<file path="src/rtl/usb_mem_responder.sv">
// Memory-side responder for the USB word channel: a tagged prefetch FIFO serves
// sequential reads, and a 2-entry posted buffer carries writes to a pipelined memory port.
module usb_mem_responder #(
  parameter int unsigned ADDR_W   = 29,
  parameter int unsigned PF_DEPTH = 8
) (
  input  logic              clk,
  input  logic              rst,
  input  logic [ADDR_W-1:0] usb_addr,
  input  logic              usb_rd,
  output logic              usb_rd_valid,
  output logic [31:0]       usb_rd_data,
  input  logic              usb_wr,
  output logic              usb_wr_ready,
  input  logic [31:0]       usb_wr_data,
  output logic              mem_req,
  output logic              mem_we,
  output logic [ADDR_W-1:0] mem_addr,
  output logic [31:0]       mem_wdata,
  input  logic              mem_gnt,
  input  logic              mem_rvalid,
  input  logic [31:0]       mem_rdata
);

  localparam int unsigned WORD_W = ADDR_W - 2;
  localparam int unsigned PTR_W  = $clog2(PF_DEPTH);
  localparam int unsigned CNT_W  = PTR_W + 1;
  localparam int unsigned SUM_W  = CNT_W + 1;

  localparam logic [1:0] S_IDLE  = 2'd0;
  localparam logic [1:0] S_FETCH = 2'd1;
  localparam logic [1:0] S_FLUSH = 2'd2;

  logic [1:0]        state, state_nxt;
  logic [WORD_W-1:0] wb_word [2];
  logic [31:0]       wb_data [2];
  logic              wb_head;
  logic              wb_tail;
  logic [1:0]        wb_cnt;
  // One extra bit marks that the stream has run past the top of the address space.
  logic [WORD_W:0]   next_word;
  logic [WORD_W-1:0] resp_word;
  logic [CNT_W-1:0]  outst;
  logic [CNT_W-1:0]  pf_cnt;
  logic [PTR_W-1:0]  pf_rd_ptr, pf_wr_ptr;
  logic [WORD_W-1:0] pf_tag  [PF_DEPTH];
  logic [31:0]       pf_data [PF_DEPTH];

  logic [WORD_W-1:0] usb_word;
  logic              addr_lsb_unused;
  logic              wr_acc, wb_busy, wb_pop;
  logic              pf_empty, head_match, credit_ok;
  logic              rd_issue, rd_gnt, resp, pf_push, pf_pop, start;

  assign usb_word        = usb_addr[ADDR_W-1:2];
  assign addr_lsb_unused = ^usb_addr[1:0];

  assign usb_wr_ready = ~rst & (wb_cnt < 2'd2);
  assign wr_acc       = usb_wr & usb_wr_ready;
  assign wb_busy      = (wb_cnt != 2'd0);
  assign wb_tail      = wb_head ^ wb_cnt[0];
  assign wb_pop       = ~rst & wb_busy & mem_gnt;

  assign pf_empty   = (pf_cnt == '0);
  assign head_match = (pf_tag[pf_rd_ptr] == usb_word);
  assign credit_ok  = ({1'b0, outst} + {1'b0, pf_cnt}) < SUM_W'(PF_DEPTH);
  assign rd_issue   = ~rst & ~wb_busy & (state == S_FETCH) & credit_ok & ~next_word[WORD_W];
  assign rd_gnt     = rd_issue & mem_gnt;
  // Responses with nothing outstanding belong to traffic from before reset.
  assign resp       = mem_rvalid & (outst != '0);
  assign pf_push    = resp & (state == S_FETCH);
  assign pf_pop     = usb_rd_valid;
  assign start      = (state == S_IDLE) & (state_nxt == S_FETCH);

  assign usb_rd_valid = ~rst & usb_rd & ~pf_empty & head_match & (state == S_FETCH) & ~wr_acc;
  assign usb_rd_data  = (rst | pf_empty) ? 32'd0 : pf_data[pf_rd_ptr];

  // Memory command mux; buffered writes win over prefetch reads.
  always_comb begin
    mem_req   = 1'b0;
    mem_we    = 1'b0;
    mem_addr  = '0;
    mem_wdata = 32'd0;
    if (~rst & wb_busy) begin
      mem_req   = 1'b1;
      mem_we    = 1'b1;
      mem_addr  = {wb_word[wb_head], 2'b00};
      mem_wdata = wb_data[wb_head];
    end else if (rd_issue) begin
      mem_req  = 1'b1;
      mem_addr = {next_word[WORD_W-1:0], 2'b00};
    end
  end

  // Stream control: any accepted write or address discontinuity flushes the prefetch.
  always_comb begin
    state_nxt = state;
    case (state)
      S_IDLE: begin
        if (wr_acc)      state_nxt = S_FLUSH;
        else if (usb_rd) state_nxt = S_FETCH;
      end
      S_FETCH: begin
        if (wr_acc)
          state_nxt = S_FLUSH;
        else if (usb_rd & ~pf_empty & ~head_match)
          state_nxt = S_FLUSH;
        else if (usb_rd & pf_empty & (outst == '0) & (next_word != {1'b0, usb_word}))
          state_nxt = S_FLUSH;
      end
      S_FLUSH: begin
        if (outst == '0) state_nxt = S_IDLE;
      end
      default: state_nxt = S_IDLE;
    endcase
  end

  always_ff @(posedge clk) begin
    if (rst) state <= S_IDLE;
    else     state <= state_nxt;
  end

  always_ff @(posedge clk) begin
    if (rst) begin
      wb_head   <= 1'b0;
      wb_cnt    <= 2'd0;
      next_word <= '0;
      resp_word <= '0;
      outst     <= '0;
      pf_cnt    <= '0;
      pf_rd_ptr <= '0;
      pf_wr_ptr <= '0;
    end else begin
      if (wb_pop) wb_head <= ~wb_head;
      wb_cnt <= wb_cnt + 2'(wr_acc) - 2'(wb_pop);
      outst  <= outst + CNT_W'(rd_gnt) - CNT_W'(resp);
      if (start)       next_word <= {1'b0, usb_word};
      else if (rd_gnt) next_word <= next_word + (WORD_W+1)'(1);
      if (start)        resp_word <= usb_word;
      else if (pf_push) resp_word <= resp_word + WORD_W'(1);
      if (state == S_FLUSH) begin
        pf_cnt    <= '0;
        pf_rd_ptr <= '0;
        pf_wr_ptr <= '0;
      end else begin
        if (pf_push) pf_wr_ptr <= pf_wr_ptr + PTR_W'(1);
        if (pf_pop)  pf_rd_ptr <= pf_rd_ptr + PTR_W'(1);
        pf_cnt <= pf_cnt + CNT_W'(pf_push) - CNT_W'(pf_pop);
      end
    end
  end

  // Storage arrays need no reset; occupancy counters qualify every read.
  always_ff @(posedge clk) begin
    if (wr_acc) begin
      wb_word[wb_tail] <= usb_word;
      wb_data[wb_tail] <= usb_wr_data;
    end
    if (pf_push) begin
      pf_tag[pf_wr_ptr]  <= resp_word;
      pf_data[pf_wr_ptr] <= mem_rdata;
    end
  end

endmodule

</file>
<file path="config.mk">
export PLATFORM = sky130hd
export DESIGN_NAME = usb_mem_responder
export DESIGN_NICKNAME = d
export VERILOG_FILES = /design/src/rtl/usb_mem_responder.sv
export SDC_FILE = /design/constraint.sdc
export NUM_CORES = 1
export LEC_CHECK = 0
export ABC_CLOCK_PERIOD_IN_PS = 10000
export BUFFER_PORTS_ARGS = -buffer_cell sky130_fd_sc_hd__buf_2
export CORE_MARGIN = 2
export CORE_UTILIZATION = 40
export CTS_BUF_LIST = sky130_fd_sc_hd__clkbuf_8
export CTS_CLUSTER_SIZE = 24
export DETAILED_ROUTE_END_ITERATION = 6
export GPL_ROUTABILITY_DRIVEN = 0
export MAX_ROUTING_LAYER = met4
export PLACE_DENSITY = 0.59
export SLEW_MARGIN = 10
export SYNTH_ARGS = -nofsm -noshare
export SYNTH_HDL_FRONTEND = slang
export SYNTH_SLANG_ARGS = --single-unit
</file>
<file path="constraint.sdc">
create_clock -name clk -period 10 [get_ports clk]
set_clock_uncertainty 0.15 [all_clocks]
set_input_delay 1 -clock clk [delete_from_list [all_inputs] [get_ports clk]]
set_output_delay 1 -clock clk [all_outputs]
set_load 0.01 [all_outputs]
</file>
==> results.json <==
{
  "clockRootBuffer": "clkbuf_8",
  "ys_seq_area_frac": 0.701,
  "crit_path_end_kind": "primary output",
  "post-dp-hpwl_um": 37700,
  "leakage_nw": 10.6,
  "area_growth_pct": 15.2,
  "htreeDepth": 3,
  "synthCells": 1737,
  "routed_wl_um": 64300,
  "period_needed_ns": 5.90,
  "ys_seq_elements": 668,
  "p_per_area_nw_per_um2": 195,
  "fin_tns_setup_ns": 0,
  "cts_tree": "yes",
  "drc_errors": 0,
  "cp_max_fo": 67,
  "initial_core_util": 0.402,
  "cts_resized": 0,
  "synth_cell_type_count": 62,
  "grt_overflow": 0,
  "grt.total_usage": 0.186,
  "grt_pass1_wl_um": 96900,
  "num_vias": 16000,
  "synth_area_per_cell_um2": 15.8,
  "ys.flop_type": "edfxtp_1",
  "hold_buffers": 0,
  "worstPathArrival_ns": 4.75,
  "nets": 2090,
  "hold_viol_final": 0,
  "cts_setup_buffers": 0,
  "cts_buffers": 112,
  "grt_pass1_vias": 16300,
  "worst_skew_pair.late_latency_ns": 0.73,
  "drtAntennaViolNets": 0,
  "dieWidth_um": 266,
  "fin_crit_sh": 0.590,
  "row_count": 96,
  "drt-wirelength-per-cell_um": 21.8,
  "hold_class": "input pin to flip-flop",
  "outcome": "finished, final reports clean",
  "synth-edff-count": 590,
  "critPathKind": "flip-flop to primary output",
  "cp.required_ns": 8.85,
  "async_flop_share": 0,
  "fmax_mhz": 169,
  "slew_headroom": 0.250,
  "clkTransAtPathRegs_ns": 0.06,
  "rsz0062_at_grt": "no",
  "io_pins": 196,
  "drive_above_1_share": 0.247,
  "synth-warning-count": 0,
  "clock_sinks": 668,
  "vias_per_cell": 5.40,
  "finalInstanceArea_um2": 31700,
  "die_y_um": 266,
  "finalPower_mw": 6.17,
  "place_area_um2": 29400,
  "cts.path.max_buffers": 3,
  "drtIter0Drc": 1053,
  "crit_path_start_kind": "flip-flop",
  "finalSetupViolCount": 0,
  "drtPass1Iterations": 5,
  "numPortBuffers": 191,
  "grt_max_degree": 72,
  "core_area_um2": 68300,
  "maxSlewViolCount": 0,
  "grt_antenna_before_repair": 2,
  "tightest_slew_ns": 1.13,
  "synth_area_um2": 27500,
  "peakVddDrop_mv": 0.156,
  "die_area_um2": 70900,
  "drv_cap": 0
}
==> registers in the layout, indices dropped and copies added, names as in the netlist, named ones only <==
signal,flops
pf_wr_ptr,3
pf_tag,216
wb_cnt,2
state,2
pf_cnt,4
wb_data,64
wb_head,1
resp_word,27
pf_rd_ptr,3
outst,4
next_word,28
pf_data,256
wb_word,54
==> cells in the final DEF (no fill, tap or decap), drive strengths merged, types with 38 or more instances in the layout <==
cell type  count
a21oi         38
buf          219
clkbuf       118
clkinv        40
dfxtp         78
edfxtp       590
inv           69
mux2i        133
mux4          90
nand2         97
nor2         142
o21ai         89
==> synthesized netlist by cell type (25+ instances only) <==
library cell  instances  area share
a31oi_1              25      0.0057
inv_1                25      0.0034
xor2_1               31      0.0099
mux2_2               27       0.011
clkbuf_1             64      0.0087
o21ai_0              87       0.016
mux4_2               86       0.070
a21oi_1              38      0.0069
dfxtp_1              78       0.057
mux2i_1             133       0.048
nand4_1              26      0.0059
nand2_1              97       0.013
edfxtp_1            590        0.64
nor2_1              142       0.019
==> metal layers <==
metal,up-vias,GRT usage,routed length (µm)
met5,-,-,0
met4,0,0.0530,1340
met3,112,0.0327,3460
met2,514,0.300,31000
met1,8055,0.242,28500
li1,7270,-,-
==> stage by stage <==
step | setup WS [ns] | utilization | hold slack [ns] | cells
5_1_grt | 3.69 | 0.464 | 0.261 | 2953
3_3_place_gp | 4.75 | 0.430 | 0.312 | 2738
3_5_place_dp | 4.72 | 0.430 | 0.319 | 2738
2_1_floorplan | 1.32 | - | 0.305 | 1738
6_report | 4.10 | 0.464 | 0.316 | 2953
4_1_cts | 3.93 | 0.463 | 0.254 | 2951
==> power breakdown <==
part / total (mW) / switching [mW] / internal [mW]
combinational: 0.487 / 0.306 / 0.181
clock: 2.44 / 1.12 / 1.32
sequential: 3.24 / 0.0861 / 3.15
total: 6.17 / 1.52 / 4.65
==> path summary, 6_finish.rpt <==
check,from,depth (start not counted),slack [ns],end
max,flip-flop,9,4.10,usb_rd_valid
min,usb_wr_data[26],1,0.32,wb_data[1][26]
max reg2reg,flip-flop,14,4.81,pf_cnt[1]
min reg2reg,pf_rd_ptr[2],2,0.33,flip-flop
==> worst max-delay path: stages (launching register included) <==
cell and delay, ns:
dfxtp_4 0.86, buf_4 0.97, mux4_2 0.62, mux2i_1 0.17, xor2_1 0.30, o2111ai_1 0.21, nor4_2 0.25, nand3_2 0.22
nor2_1 0.19, buf_2 0.17
==> final cells by class <==
class	count	area [µm²]
diodes	2	5.00
multi-input cells	943	7710
fillers	5966	36700
flip-flops and latches	668	19300
clock buffers	118	1620
clock inverters	95	682
repair buffers	219	1170
inverters	26	97.6
well taps	882	1100
==> cell families (layout without fill, tap and decap cells) <==
| kind of cell | Yosys count | count (layout) | share of synthesized area |
|---|---|---|---|
| flops | 668 | 668 | 0.701 |
| compound gates | 216 | 216 | 0.0474 |
| mux | 250 | 250 | 0.134 |
| fa+ha+maj | 21 | 21 | 0.0101 |
| buf+inv | 127 | 458 | 0.0210 |
| other cells | 1 | 4 | 0.000136 |
| xor+xnor | 53 | 53 | 0.0169 |
| simple gates | 401 | 401 | 0.0697 |
No activity file was read; power rests on OpenSTA's default activity.
